$ cat config.mk
export PLATFORM = sky130hd
export DESIGN_NAME = ctrl_datapath
export DESIGN_NICKNAME = d
export VERILOG_FILES = /design/src/rtl/ctrl_datapath.sv
export SDC_FILE = /design/constraint.sdc
export NUM_CORES = 1
export LEC_CHECK = 0
export ABC_AREA = 0
export CAP_MARGIN = 10
export CORE_UTILIZATION = 48
export CTS_BUF_LIST = sky130_fd_sc_hd__clkbuf_2
export CTS_CLUSTER_DIAMETER = 30
export DETAILED_ROUTE_END_ITERATION = 10
export GPL_TIMING_DRIVEN = 0
export PLACE_DENSITY = 0.75
export SLEW_MARGIN = 15
export SYNTH_ARGS = -nofsm -noshare
export SYNTH_HDL_FRONTEND = slang
export SYNTH_SLANG_ARGS = --single-unit
export TNS_END_PERCENT = 50
$ cat constraint.sdc
create_clock -name clk -period 4 [get_ports clk]
set_clock_uncertainty 0.15 [all_clocks]
set_input_delay 0.8 -clock clk [delete_from_list [all_inputs] [get_ports clk]]
set_output_delay 0.8 -clock clk [all_outputs]
set_load 0.03 [all_outputs]
$ cat src/rtl/ctrl_datapath.sv
// rtl/ctrl_datapath.sv - select-decoded capture/sum/double/finalize datapath
module ctrl_datapath #(
    parameter int size = 4
) (
    input  logic            clk,
    input  logic            reset,
    input  logic            e,
    input  logic            m,
    input  logic            s2,
    input  logic            s1,
    input  logic            s0,
    input  logic            done,
    input  logic [size-1:0] a,
    input  logic [size-1:0] b,
    output logic [size+1:0] result,
    output logic            valid,
    output logic            err,
    output logic [7:0]      opcount
);

    localparam logic [2:0] SEL_CAP = 3'b000;
    localparam logic [2:0] SEL_SUM = 3'b001;
    localparam logic [2:0] SEL_DBL = 3'b011;
    localparam logic [2:0] SEL_FIN = 3'b101;

    logic [size-1:0] r_ra;
    logic [size-1:0] r_rb;
    logic [size+1:0] r_acc;
    logic [size+1:0] r_result;
    logic            r_valid;
    logic            r_err;
    logic [7:0]      r_opcount;

    logic [2:0]      w_sel;
    logic            w_fin;
    logic [size+1:0] w_ra_ext;
    logic [size+1:0] w_rb_ext;

    assign w_sel    = {s2, s1, s0};
    assign w_fin    = e && done && (w_sel == SEL_FIN);
    assign w_ra_ext = {2'b00, r_ra};
    assign w_rb_ext = {2'b00, r_rb};

    // valid pulses for exactly the cycle following a qualifying finalize, regardless of e
    always_ff @(posedge clk or posedge reset) begin
        if (reset) begin
            r_valid <= 1'b0;
        end else begin
            r_valid <= w_fin;
        end
    end

    // enabled step decode; illegal selects only raise the sticky error
    always_ff @(posedge clk or posedge reset) begin
        if (reset) begin
            r_ra      <= '0;
            r_rb      <= '0;
            r_acc     <= '0;
            r_result  <= '0;
            r_err     <= 1'b0;
            r_opcount <= '0;
        end else if (e) begin
            case (w_sel)
                SEL_CAP: begin
                    r_ra  <= a;
                    r_rb  <= b;
                    r_acc <= '0;
                    r_err <= 1'b0;
                end
                SEL_SUM: begin
                    r_acc <= w_ra_ext + w_rb_ext;
                end
                SEL_DBL: begin
                    r_acc <= {r_acc[size:0], 1'b0};
                end
                SEL_FIN: begin
                    if (done) begin
                        r_result  <= m ? (r_acc - w_rb_ext) : r_acc;
                        r_opcount <= r_opcount + 8'd1;
                    end
                end
                default: begin
                    r_err <= 1'b1;
                end
            endcase
        end
    end

    assign result  = r_result;
    assign valid   = r_valid;
    assign err     = r_err;
    assign opcount = r_opcount;

endmodule

==> out/metrics.yaml <==
timing:
  tightest_slew_ps: 619
  timing.fmax_mhz: 401
  drv_slew: 0
  period_needed_ps: 2490
  setup_ws_ps: 1510
  max_slew_margin_pct: 58.7
  rsz0062_at_grt: "false"
  setup_viol: 0
  finalHoldViolCount: 0
  period_share_pct: 62.3
  totalNegativeSetupSlack_ps: 0
grt:
  grt_use_total_pct: 18.8
  antenna_found_initial: 0
  grt_pass1_wl_mm: 4.76
  overflow: 0
  grt_pass1_vias: 1099
  grt_max_degree: 31
clock_network:
  cts_tree: "done"
  cts_sinks: 30
  cts_setup_buffers: 0
  clk_pin_slew_ps: 160
  numCtsBuffers: 5
  root_buffer: "clkbuf_2"
  cts_hold_buffers: 0
  clk_latency_ps: 380
  cts_repair_resize_count: 0
  cts_max_path_buffers: 2
  htree_levels: 2
synth:
  synth-edff-count: 0
  yosysSeqAreaShare_pct: 47.1
  synth_fp_nets: 181
  synth_seq_cells: 30
  synthesis.area_um2: 1590
  synth.area.top_cells: "dfrtp_1, ha_1, xnor2_1"
  async_reset_ff_share_pct: 100
  ys_warn_count: 0
  synth_cells: 154
  avgSynthCellArea_um2: 10.4
  yosysUniqueCellTypes: 31
  synth-main-ff-cell: "dfrtp_1"
  synth_top_area_cell: "dfrtp_1"
  synth_top_area_share_pct: 47.1
worst_setup_path:
  critical_path_class: "reg2out"
  crit_start: "opcount[2]$_DFFE_PP0P_"
  worstReg2RegStart: "r_acc[0]$_DFFE_PP0P_"
  rr_worst_depth: 8
  worstPathRequired_ps: 3050
  critPathArrivalTime_ps: 1540
  worstPathMaxFanout: 5
  cp-start-kind: "flip-flop"
  r2r-end: "result[4]$_DFFE_PP0P_"
  cp_num_buf_inv: 1
  path_delay_family: "buffers and inverters"
  crit_slowest_cell: "clkdlybuf4s50_1"
  crit_chain: "clkdlybuf4s50_1"
  slowest_delay_ps: 700
  critPathCapture: "opcount[2]"
  cp.depth: 1
  rrSetupSlack_ps: 2020
  cp-end-kind: "output port"
route:
  routed-via-count: 1165
  wirelength_mm: 2.82
  drt-initial-drc-count: 27
  dr.pass1.iters: 4
  ant_nets: 0
  drc: 0
  vias_per_cell: 4.98
  wl_per_cell_um: 12.0
layout:
  mostFrequentLayoutCell: "dfrtp_1"
  antenna-diode-count: 0
  drive_gt1_share_pct: 12.6
  area_delta_synth_final_pct: 23.6
  final_cells: 234
  final_nets: 216
  layout_common_cells: "dfrtp_1, clkdlybuf4s50_1, nand2_1"
  fin_util_pct: 63.5
die:
  io-pin-count: 32
  row_count: 20
  dieWidth_um: 59.6
  core_um2: 3100
  die_y_um: 59.6
  start_util_pct: 51.4
  die_area_um2: 3560
placement:
  place_ws_ps: 1450
  dpl.cell_count: 226
  post-dp-hpwl_mm: 2.19
  globalplace.congestion: 0.785
  port_buffers: 28
min_path:
  hold_class: "reg2reg"
  hold_start: "opcount[7]$_DFFE_PP0P_"
pwr:
  leakagePower_nw: 0.906
  peakVddDrop_mv: 0.206
  power_density_nw_per_um2: 523
flow_run:
  drv_cap: 0
outcome:
  run_status: "finished, final reports clean"
==> per-layer routing <==
layer  global-route usage [%]  part of all wire [%]  wire length (um)  up-vias
li1                         -                     -                 -      587
met1                     21.5                    44              1250      550
met2                     32.9                    50              1420       23
met3                     5.90                   4.0               114        5
met4                     6.98                   1.2                34        0
met5                        0                     0                 0        -
==> cell usage after synthesis (all sizes together), types with 2 or more instances <==
master  instances
dfrtp          30
nand2          23
o21ai          14
inv            11
xnor2          10
ha              9
a21oi           7
mux2            6
nor2            6
buf             5
nand3           5
a21o            3
mux2i           3
nand2b          3
o22ai           3
xor2            3
fa              2
nand4           2
==> kinds of logic after synthesis <==
logic type                 after synthesis  synth area share, %
xor gates and xnor gates                13                 7.14
buffers and inverters                   17                 5.26
and+or+nand+nor                         43                 13.6
AOI/OAI and AO/OA                       31                 11.2
muxes                                    9                 6.12
adders and majority gates               11                 9.58
DFF                                     30                 47.1
==> flip-flops by register name, indices dropped and copies added (netlist names) <==
| register | cells |
|---|---|
| valid | 1 |
| opcount | 8 |
| r_ra | 4 |
| err | 1 |
| r_rb | 4 |
| result | 6 |
| r_acc | 6 |
==> worst min path at each step <==
stage                              to  slack, ps  depth (start not counted)
6_report       opcount[7]$_DFFE_PP0P_        340                          1
4_1_cts        opcount[7]$_DFFE_PP0P_        340                          1
3_3_place_gp   opcount[7]$_DFFE_PP0P_        310                          1
5_1_grt        opcount[6]$_DFFE_PP0P_        380                          1
3_5_place_dp    result[1]$_DFFE_PP0P_        320                          2
2_1_floorplan    r_acc[5]$_DFFE_PP0P_        320                          2
==> power breakdown <==
group	internal, W	switching [W]
clock	0.0000397	0.000106
combinational	0.000214	0.000233
sequential	0.000375	0.0000627
total	0.000628	0.000402
==> per-stage QoR <==
stage | total power, W | hold slack (ps) | instance area [um^2]
after floorplan | 0.000744 | 320 | 1590
after global placement | 0.000871 | 311 | 1930
after detailed placement | 0.000894 | 322 | 1930
after CTS | 0.00104 | 344 | 1970
after global routing | 0.00111 | 384 | 1970
final | 0.00103 | 344 | 1970
==> area by class of cell <==
cell class	count	area, um^2
multi-input cells	107	759
clock buffers	5	25.0
repair buffers	28	280
well taps	44	55.1
fillers	307	1130
clock inverters	3	16.3
inverters	11	41.3
plain buffers	6	42.5
flip-flops and latches	30	751
(Power assumes the default switching activity.)
